==> config.mk <==
export PLATFORM = sky130hd
export DESIGN_NAME = integral_box_sum_reader
export DESIGN_NICKNAME = d
export VERILOG_FILES = /design/src/rtl/integral_box_sum_reader_pkg.sv /design/src/rtl/integral_box_sum_reader_corner_addr.sv /design/src/rtl/integral_box_sum_reader.sv
export SDC_FILE = /design/constraint.sdc
export NUM_CORES = 1
export LEC_CHECK = 0
export CAP_MARGIN = 5
export CORE_MARGIN = 1.5
export CORE_UTILIZATION = 55
export DETAILED_ROUTE_END_ITERATION = 12
export GPL_TIMING_DRIVEN = 0
export PLACE_DENSITY = 0.9
export SYNTH_ARGS = -nofsm -noshare
export SYNTH_HDL_FRONTEND = slang
export SYNTH_HIERARCHICAL = 1
export SYNTH_SLANG_ARGS = --single-unit
==> constraint.sdc <==
create_clock -name clk -period 5.4 [get_ports clk]
set_clock_uncertainty 0.2 [all_clocks]
set_input_delay 1.08 -clock clk [delete_from_list [all_inputs] [get_ports clk]]
set_output_delay 1.08 -clock clk [all_outputs]
set_load 0.005 [all_outputs]
==> src/rtl/integral_box_sum_reader_pkg.sv <==
// -----------------------------------------------------------------------------
// integral_box_sum_reader_pkg
// Shared types and width defaults for the integral-image box-sum reader.
//   - INTEGRAL_*          : coordinate / data widths of the integral image cache
//   - READER_STATES_t     : query sequencing states of the reader
//   - CORNER_t            : selects which rectangle corner is being addressed
// -----------------------------------------------------------------------------
package integral_box_sum_reader_pkg;

    localparam int INTEGRAL_X_COUNTER_WIDTH = 9;
    localparam int INTEGRAL_Y_COUNTER_WIDTH = 9;
    localparam int INTEGRAL_DATA_WIDTH      = 32;

    typedef enum logic [2:0] {
        S_Idle = 3'd0,
        S_RdA  = 3'd1,
        S_RdB  = 3'd2,
        S_RdC  = 3'd3,
        S_RdD  = 3'd4,
        S_Last = 3'd5,
        S_Out  = 3'd6
    } READER_STATES_t;

    // A = top-left outside corner, B = top-right, C = bottom-left, D = bottom-right
    typedef enum logic [1:0] {
        CORNER_A = 2'd0,
        CORNER_B = 2'd1,
        CORNER_C = 2'd2,
        CORNER_D = 2'd3
    } CORNER_t;

endpackage

==> src/rtl/integral_box_sum_reader_corner_addr.sv <==
// -----------------------------------------------------------------------------
// integral_box_sum_reader_corner_addr
// Combinational map from an inclusive rectangle and a corner selector to the
// integral-image address of that corner, plus a skip flag for corners that fall
// on row -1 or column -1 (their integral value is zero by definition).
//   i_x0, i_x1 : inclusive left / right columns
//   i_y0, i_y1 : inclusive top / bottom rows
//   i_corner   : corner selector (A, B, C, D)
//   o_x, o_y   : cache address of the selected corner
//   o_skip     : corner lies outside the image; do not read it
// -----------------------------------------------------------------------------
module integral_box_sum_reader_corner_addr
    import integral_box_sum_reader_pkg::*;
#(
    parameter int X_WIDTH = INTEGRAL_X_COUNTER_WIDTH,
    parameter int Y_WIDTH = INTEGRAL_Y_COUNTER_WIDTH
) (
    input  logic [X_WIDTH-1:0] i_x0,
    input  logic [Y_WIDTH-1:0] i_y0,
    input  logic [X_WIDTH-1:0] i_x1,
    input  logic [Y_WIDTH-1:0] i_y1,
    input  CORNER_t            i_corner,
    output logic [X_WIDTH-1:0] o_x,
    output logic [Y_WIDTH-1:0] o_y,
    output logic               o_skip
);

    logic [X_WIDTH-1:0] w_left;
    logic [Y_WIDTH-1:0] w_top;
    logic               w_left_out;
    logic               w_top_out;

    // Column / row just outside the rectangle; wraps when the rectangle touches
    // the image border, which is exactly the case flagged by w_*_out.
    assign w_left     = i_x0 - X_WIDTH'(1);
    assign w_top      = i_y0 - Y_WIDTH'(1);
    assign w_left_out = (i_x0 == '0);
    assign w_top_out  = (i_y0 == '0);

    always_comb begin
        o_x    = i_x1;
        o_y    = i_y1;
        o_skip = 1'b0;
        case (i_corner)
            CORNER_A: begin
                o_x    = w_left;
                o_y    = w_top;
                o_skip = w_left_out || w_top_out;
            end
            CORNER_B: begin
                o_x    = i_x1;
                o_y    = w_top;
                o_skip = w_top_out;
            end
            CORNER_C: begin
                o_x    = w_left;
                o_y    = i_y1;
                o_skip = w_left_out;
            end
            default: begin
                o_x    = i_x1;
                o_y    = i_y1;
                o_skip = 1'b0;
            end
        endcase
    end

endmodule

==> src/rtl/integral_box_sum_reader.sv <==
// -----------------------------------------------------------------------------
// integral_box_sum_reader
// Accepts rectangle queries, reads up to four integral-image corners from the
// cache and returns the box sum D - B - C + A (modulo 2^DATA_WIDTH).
//   clk, rst_n           : clock, asynchronous active-low reset
//   image_ready          : integral image complete; gates query acceptance
//   req_valid/req_ready  : query handshake
//   req_x0/x1, req_y0/y1 : inclusive rectangle bounds
//   rd_en, rd_x, rd_y    : cache read strobe and address
//   rd_data              : cache data, valid one cycle after rd_en
//   res_valid/res_ready  : result handshake
//   res_sum, res_err     : box sum, malformed-query flag
// Fixed schedule: one cycle per corner (skipped corners still take their slot),
// so a valid query always produces its result six cycles after acceptance.
// -----------------------------------------------------------------------------
module integral_box_sum_reader
    import integral_box_sum_reader_pkg::*;
#(
    parameter int X_WIDTH    = INTEGRAL_X_COUNTER_WIDTH,
    parameter int Y_WIDTH    = INTEGRAL_Y_COUNTER_WIDTH,
    parameter int DATA_WIDTH = INTEGRAL_DATA_WIDTH
) (
    input  logic                  clk,
    input  logic                  rst_n,
    input  logic                  image_ready,
    input  logic                  req_valid,
    output logic                  req_ready,
    input  logic [X_WIDTH-1:0]    req_x0,
    input  logic [X_WIDTH-1:0]    req_x1,
    input  logic [Y_WIDTH-1:0]    req_y0,
    input  logic [Y_WIDTH-1:0]    req_y1,
    output logic                  rd_en,
    output logic [X_WIDTH-1:0]    rd_x,
    output logic [Y_WIDTH-1:0]    rd_y,
    input  logic [DATA_WIDTH-1:0] rd_data,
    output logic                  res_valid,
    input  logic                  res_ready,
    output logic [DATA_WIDTH-1:0] res_sum,
    output logic                  res_err
);

    READER_STATES_t r_state;
    READER_STATES_t w_next_state;

    logic                  r_alive;
    logic [X_WIDTH-1:0]    r_x0;
    logic [X_WIDTH-1:0]    r_x1;
    logic [Y_WIDTH-1:0]    r_y0;
    logic [Y_WIDTH-1:0]    r_y1;
    logic                  r_rd_en_d;
    logic [DATA_WIDTH-1:0] r_a;
    logic [DATA_WIDTH-1:0] r_b;
    logic [DATA_WIDTH-1:0] r_c;
    logic [DATA_WIDTH-1:0] r_res_sum;
    logic                  r_res_err;

    CORNER_t               w_corner;
    logic [X_WIDTH-1:0]    w_corner_x;
    logic [Y_WIDTH-1:0]    w_corner_y;
    logic                  w_skip;
    logic                  w_is_read;
    logic                  w_accept;
    logic                  w_req_err;
    logic [DATA_WIDTH-1:0] w_captured;

    // Modular box sum; the true sum fits in DATA_WIDTH so the wrap is exact.
    function automatic logic [DATA_WIDTH-1:0] box_sum(
        input logic [DATA_WIDTH-1:0] d,
        input logic [DATA_WIDTH-1:0] b,
        input logic [DATA_WIDTH-1:0] c,
        input logic [DATA_WIDTH-1:0] a
    );
        return d - b - c + a;
    endfunction

    always_comb begin
        w_corner = CORNER_D;
        case (r_state)
            S_RdA:   w_corner = CORNER_A;
            S_RdB:   w_corner = CORNER_B;
            S_RdC:   w_corner = CORNER_C;
            default: w_corner = CORNER_D;
        endcase
    end

    integral_box_sum_reader_corner_addr #(
        .X_WIDTH (X_WIDTH),
        .Y_WIDTH (Y_WIDTH)
    ) u_corner_addr (
        .i_x0     (r_x0),
        .i_y0     (r_y0),
        .i_x1     (r_x1),
        .i_y1     (r_y1),
        .i_corner (w_corner),
        .o_x      (w_corner_x),
        .o_y      (w_corner_y),
        .o_skip   (w_skip)
    );

    assign w_is_read = (r_state == S_RdA) || (r_state == S_RdB) ||
                       (r_state == S_RdC) || (r_state == S_RdD);
    // r_alive keeps req_ready low in the first cycle out of reset.
    assign w_accept  = (r_state == S_Idle) && r_alive && image_ready && req_valid;
    assign w_req_err = (req_x0 > req_x1) || (req_y0 > req_y1);
    // A corner that was not read contributes zero, whatever is on rd_data.
    assign w_captured = r_rd_en_d ? rd_data : '0;

    always_ff @(posedge clk or negedge rst_n) begin
        if (!rst_n) begin
            r_state <= S_Idle;
        end else begin
            r_state <= w_next_state;
        end
    end

    always_comb begin
        w_next_state = r_state;
        req_ready    = 1'b0;
        rd_en        = 1'b0;
        rd_x         = '0;
        rd_y         = '0;
        res_valid    = 1'b0;
        case (r_state)
            S_Idle: begin
                req_ready = r_alive && image_ready;
                if (w_accept) begin
                    w_next_state = w_req_err ? S_Out : S_RdA;
                end
            end
            S_RdA:  w_next_state = S_RdB;
            S_RdB:  w_next_state = S_RdC;
            S_RdC:  w_next_state = S_RdD;
            S_RdD:  w_next_state = S_Last;
            S_Last: w_next_state = S_Out;
            S_Out: begin
                res_valid = 1'b1;
                if (res_ready) begin
                    w_next_state = S_Idle;
                end
            end
            default: w_next_state = S_Idle;
        endcase
        if (w_is_read && !w_skip) begin
            rd_en = 1'b1;
            rd_x  = w_corner_x;
            rd_y  = w_corner_y;
        end
    end

    always_ff @(posedge clk or negedge rst_n) begin
        if (!rst_n) begin
            r_alive   <= 1'b0;
            r_x0      <= '0;
            r_x1      <= '0;
            r_y0      <= '0;
            r_y1      <= '0;
            r_rd_en_d <= 1'b0;
            r_a       <= '0;
            r_b       <= '0;
            r_c       <= '0;
            r_res_sum <= '0;
            r_res_err <= 1'b0;
        end else begin
            r_alive   <= 1'b1;
            r_rd_en_d <= rd_en;
            if (w_accept) begin
                r_x0      <= req_x0;
                r_x1      <= req_x1;
                r_y0      <= req_y0;
                r_y1      <= req_y1;
                r_res_err <= w_req_err;
                if (w_req_err) begin
                    r_res_sum <= '0;
                end
            end
            // Each corner's data arrives in the state after its read slot.
            case (r_state)
                S_RdB:  r_a       <= w_captured;
                S_RdC:  r_b       <= w_captured;
                S_RdD:  r_c       <= w_captured;
                S_Last: r_res_sum <= box_sum(w_captured, r_b, r_c, r_a);
                default: ;
            endcase
        end
    end

    assign res_sum = r_res_sum;
    assign res_err = r_res_err;

endmodule

## Word level (Yosys, flattened, before mapping)

Index checks and enable logic that the tools add are counted.

| cells by class | value |
|---|---|
| add/sub/neg operators | 5 |
| $lt $le $gt $ge | 2 |
| eq/ne operators | 10 |
| multiplexer cells | 17 |
| reductions and logical operators | 21 |

Operator list:

| cell | count |
|---|---|
| 32-bit 2-to-1 mux | 4 |
| 32-bit subtractor | 2 |
| 9-bit 2-to-1 mux | 4 |
| 32-bit adder | 1 |
| 3-bit one-hot mux with 7 select lines | 1 |
| 9-bit greater-than comparator | 2 |
| 9-bit logical NOT | 2 |
| 9-bit by 1-bit subtractor with 9-bit output, second input constant | 2 |
| 3-bit equality test, second input constant | 3 |
| 3-bit 2-to-1 mux | 3 |
| 3-bit by 2-bit equality test with 1-bit output, second input constant | 2 |
| 2-bit one-hot mux with 3 select lines | 1 |
| 1-bit logical AND | 5 |
| 1-bit logical OR | 5 |
| 2-bit inequality test, second input constant | 2 |
| 2-bit AND reduction | 2 |
| 2-bit nonzero test | 2 |
| 2-bit OR reduction | 2 |
| 3-bit by 1-bit equality test with 1-bit output, second input constant | 1 |
| 3-bit logical NOT | 1 |
| 1-bit 2-to-1 mux | 3 |
| 1-bit one-hot mux with 3 select lines | 1 |
| 2-bit by 1-bit equality test with 1-bit output, second input constant | 1 |
| 2-bit equality test, second input constant | 1 |
| 2 further kinds | 2 |

| storage, ports and cells | value |
|---|---|
| flip-flop bits (word level) | 170 |
| output and inout bits | 54 |
| logic and storage cells | 67 |

## Longest topological paths before layout

| logic depth | value |
|---|---|
| word-level depth | 7 |
| mapped depth | 15 |
| mapped depth without buffers | 15 |

## Cells and area by module

Netlist, hierarchy kept.

By module, submodules not included:

| module | instances | cells an instance | area each (µm²) |
|---|---|---|---|
| integral_box_sum_reader | 1 | 1107 | 10413.7 |
| integral_box_sum_reader_corner_addr | 1 | 87 | 514.2 |

## Worst setup path before layout

Ideal clock, no wire load.

| path | value |
|---|---|
| path type | input -> register |
| start | input rd_data[8] |
| end | register r_res_sum[25] (netlist: res_sum[25]) |
| library setup time | 124 ps |
| data arrival time | 3643 ps |
| required time | 5076 ps |
| path slack | 1433 ps |
| stages | 12 |
| buffers on the path | 1 |
| cell sequence | nand2_1 > fa_1 > inv_1 > ha_1 > buf_6 > nand4_2 > or2_0 > or3_4 > a211oi_2 > o2111ai_1 > and4_4 > a211o_1 |

| on the way | value |
|---|---|
| longest elaborated chain between the ends | 5 |

Ends and longest elaborated chain:

| what | line | source |
|---|---|---|
| start, declared | integral_box_sum_reader.sv:35 | `input logic [DATA_WIDTH-1:0] rd_data,` |
| 32-bit 2-to-1 mux | integral_box_sum_reader.sv:106 | `assign w_captured = r_rd_en_d ? rd_data : '0;` |
| 32-bit subtractor (2 in a row) | integral_box_sum_reader.sv:73 | `return d - b - c + a;` |
| 32-bit adder | integral_box_sum_reader.sv:73 |  |
| 32-bit 2-to-1 mux | integral_box_sum_reader.sv:177 | `case (r_state)` |
| end signal, assigned | integral_box_sum_reader.sv:181 | `S_Last: r_res_sum <= box_sum(w_captured, r_b, r_c, r_a);` |
| end, declared | integral_box_sum_reader.sv:54 | `logic [DATA_WIDTH-1:0] r_res_sum;` |

Every way passes these cells.
A chain may end at the register's enable or synchronous reset.

## Final worst setup path

| path | value |
|---|---|
| start | register r_state[0] |
| end | output rd_x[6] |

| on the way | value |
|---|---|
| longest elaborated chain between the ends | 7 |

Ends and longest elaborated chain:

| what | line | source |
|---|---|---|
| start, declared | integral_box_sum_reader.sv:42 | `READER_STATES_t r_state;` |
| start signal, assigned | integral_box_sum_reader.sv:110 | `r_state <= S_Idle;` |
| start signal, assigned | integral_box_sum_reader.sv:112 | `r_state <= w_next_state;` |
| 3-bit by 2-bit equality test with 1-bit output / 3-bit by 1-bit equality test with 1-bit output (equally long branches) | integral_box_sum_reader.sv:78 | `case (r_state)` |
| 2-bit one-hot mux with 3 select lines * | integral_box_sum_reader.sv:78 |  |
| via w_corner[1] | integral_box_sum_reader.sv:57 | `CORNER_t w_corner;` |
| 2-bit equality test (tied with other cells) | integral_box_sum_reader_corner_addr.sv:44 | `case (i_corner)` |
| 1-bit one-hot mux with 3 select lines * | integral_box_sum_reader_corner_addr.sv:44 |  |
| via w_skip | integral_box_sum_reader.sv:60 | `logic w_skip;` |
| 1-bit logical NOT * | integral_box_sum_reader.sv:143 | `if (w_is_read && !w_skip) begin` |
| 1-bit logical AND * | integral_box_sum_reader.sv:143 |  |
| 9-bit 2-to-1 mux * | integral_box_sum_reader.sv:143 |  |
| end, declared | integral_box_sum_reader.sv:33 | `output logic [X_WIDTH-1:0] rd_x,` |

The timed path passes the listed nets; every way through them passes the cells marked *.

==> impl_metrics.json <==
{
  "placement.io_buffers": 126,
  "dp_slack_ns": 0.6853,
  "top_layer_used": "met4",
  "grt_max_degree": 88,
  "status": "finished, final reports clean",
  "grt_pass1_vias": 9661,
  "crit_path_start_kind": "flop",
  "row_count": 51,
  "ys_ff_latch": 170,
  "grtUsageTotal": 0.2924,
  "core_area_mm2": 0.01946,
  "finalSetupViolations": 0,
  "worstPathRequired_ns": 4.12,
  "tns_ns": 0,
  "grt_remaining_overflow": 0,
  "maxSlewHeadroom": 0.4732,
  "start_util": 0.5615,
  "drt_iter0_drc": 848,
  "synth_top_cell_area_share": 0.3893,
  "wl_met1_mm": 11.81,
  "synth_edf_count": 0,
  "nets": 1527,
  "num_vias": 9503,
  "worstHoldStart": "r_y1[4]$_DFFE_PN0P_",
  "clk-insertion-delay-late_ns": 0.45,
  "r2r_setup_slack_ns": 1.02,
  "clk_pin_slew_ns": 0.07,
  "ys_seq_area_frac": 0.3893,
  "die_area_mm2": 0.02072,
  "ctsResizeCount": 0,
  "reg2reg_depth": 12,
  "cts_root_buf": "clkbuf_16",
  "dp_hpwl_mm": 21.45,
  "fmax_mhz": 197.7,
  "min_path_cells": 2,
  "vias_per_cell": 5.873,
  "ios": 127,
  "min_to": "r_y1[4]$_DFFE_PN0P_",
  "ys_warn_count": 6,
  "worstPathArrival_ns": 3.78,
  "synth_cell_types": 78,
  "hold_viol": 0,
  "final_util": 0.6732,
  "netlist_area_mm2": 0.01093,
  "synth_most_common_cell": "nand2_1",
  "reg2reg_from": "r_rd_en_d$_DFF_PN0_",
  "hold_path_class": "flop to flop",
  "dr.pass1.iters": 6,
  "endpoint_kind": "primary output",
  "synthArstFlopShare": 1.000,
  "drv_cap": 0,
  "drive_above_1_share": 0.05987,
  "postCtsHoldBufs": 0,
  "fp.dieW_um": 144.0,
  "gp_congestion": 0.9328,
  "n_antenna_cell": 0,
  "max-clock-path-buffers": 2,
  "fp.dieH_um": 144.0,
  "fin_crit_sh": 0.9366,
  "syn2layout_area_growth_pct": 19.89,
  "crit_type": "flop to primary output",
  "cts_tree": "built",
  "synth_area_leaders": "dfrtp_1 39%, fa_1 11%, o21ai_0 7.5%, nand2_1 6.9%, ha_1 6.0%",
  "ant_nets": 0,
  "slew_viol_final": 0,
  "synth_commonest_cells": "201 x nand2_1, 170 x dfrtp_1, 164 x o21ai_0",
  "rsz0062_at_grt": "no",
  "wl_per_cell_um": 17.95,
  "worstReg2RegEnd": "res_sum[28]$_DFFE_PN0P_",
  "fin_ws_ns": 0.3423,
  "cts.sinks": 170,
  "worstPathMaxFanout": 11,
  "route.met2.wl_mm": 14.18,
  "met3_length_mm": 1.976,
  "h-tree-depth": 4,
  "worst_slew_pin_slew_ns": 0.7873,
  "totalWireLength_mm": 29.05,
  "grt_pass1_wl_mm": 46.94,
  "cts_buffers": 17,
  "yosysTopAreaCell": "dfrtp_1",
  "syn_nets": 1381,
  "antenna_found_initial": 0,
  "drc_errors": 0,
  "min_period_ns": 5.058,
  "postCtsSetupRepairBufs": 0,
  "postSynthAreaPerCell_um2": 9.152,
  "syn_inst": 1194,
  "synth_flop_cell": "dfrtp_1"
}
worst max path at each step:
| stage | cells after the start | end | slack [ns] | start |
|---|---|---|---|---|
| after floorplan | 12 | res_sum[25]$_DFFE_PN0P_ | 1.43 | rd_data[8] |
| after global placement | 1 | r_a[26]$_DFFE_PN0P_ | -3.86 | rst_n |
| after detailed placement | 13 | res_sum[25]$_DFFE_PN0P_ | 0.69 | rd_data[8] |
| after CTS | 10 | rd_x[6] | 0.42 | r_state[0]$_DFFE_PN0P_ |
| after global routing | 10 | rd_x[6] | 0.19 | r_state[0]$_DFFE_PN0P_ |
| final | 10 | rd_x[6] | 0.34 | r_state[0]$_DFFE_PN0P_ |
stage by stage:
step / cell area, µm² / cells / hold slack (ns)
3_3_place_gp: 12520 / 1585 / 0.2616
5_1_grt: 13100 / 1618 / 0.3090
3_5_place_dp: 12550 / 1586 / 0.2706
2_1_floorplan: 10930 / 1194 / 0.2497
6_report: 13100 / 1618 / 0.2833
4_1_cts: 13100 / 1618 / 0.2859
cell type report:
type / instances / area, µm²
fill: 1494 / 6361
multi-input combinational: 836 / 5942
sequential: 170 / 4254
timing repair buffer: 127 / 1294
inverter: 135 / 506.7
clock buffer: 20 / 456.7
tap: 265 / 331.6
buffer: 53 / 225.2
clock inverter: 12 / 91.34
critical path, stage by stage (launching register included):
cell,delay [ns]
dfrtp_1,0.33
clkbuf_1,0.33
xor2_1,0.14
nand2b_1,0.29
nor2_1,0.08
or4b_1,0.21
nand2_1,0.09
a21oi_1,0.60
clkbuf_1,0.50
and2_1,0.25
clkdlybuf4s50_1,0.51
layer usage:
metal | GRT usage | up-vias
li1 | - | 4306
met2 | 0.4865 | 413
met4 | 0.1445 | 0
met1 | 0.3673 | 4683
met3 | 0.05232 | 101
met5 | 0 | -
cell usage in the layout, fill, tap and decap left out, types with 6 or more instances in the layout:
cell and n:
ha_1 52, dfrtp_1 170, clkbuf_1 42, and3_1 8, clkdlybuf4s50_1 125, nand2b_1 7
o31ai_1 6, nand2_1 201, mux2_2 18, xor2_1 10, nor2_1 35, a21o_1 13
a21oi_1 32, xnor2_1 15, nand3_1 35, nor3_1 17, clkbuf_16 17, a31oi_1 6
inv_1 135, a211oi_1 14, o21a_1 10, mux2i_1 6, a211o_1 7, buf_2 6
o21ai_0 164, fa_1 62, and2_1 22
kinds of logic after synthesis:
family	synth area share
buffers and inverters	0.06698
multiplexers	0.02404
AND/OR/NAND/NOR	0.1618
adder cells (fa/ha/maj)	0.1731
AO/OA/AOI/OAI	0.1644
flip-flops	0.3893
other	0.0003432
XOR/XNOR	0.02004
sequential cells by signal, summed over array words and instances, names as in the netlist, 3 cells and up:
signal	cells
r_c	32
r_y1	9
r_a	32
r_y0	9
r_b	32
r_state	3
res_sum	32
r_x0	9
r_x1	9
Power is left out: the tool's default activity adds up to more than one toggle a clock period on the data nets, which glitch-free logic cannot reach.
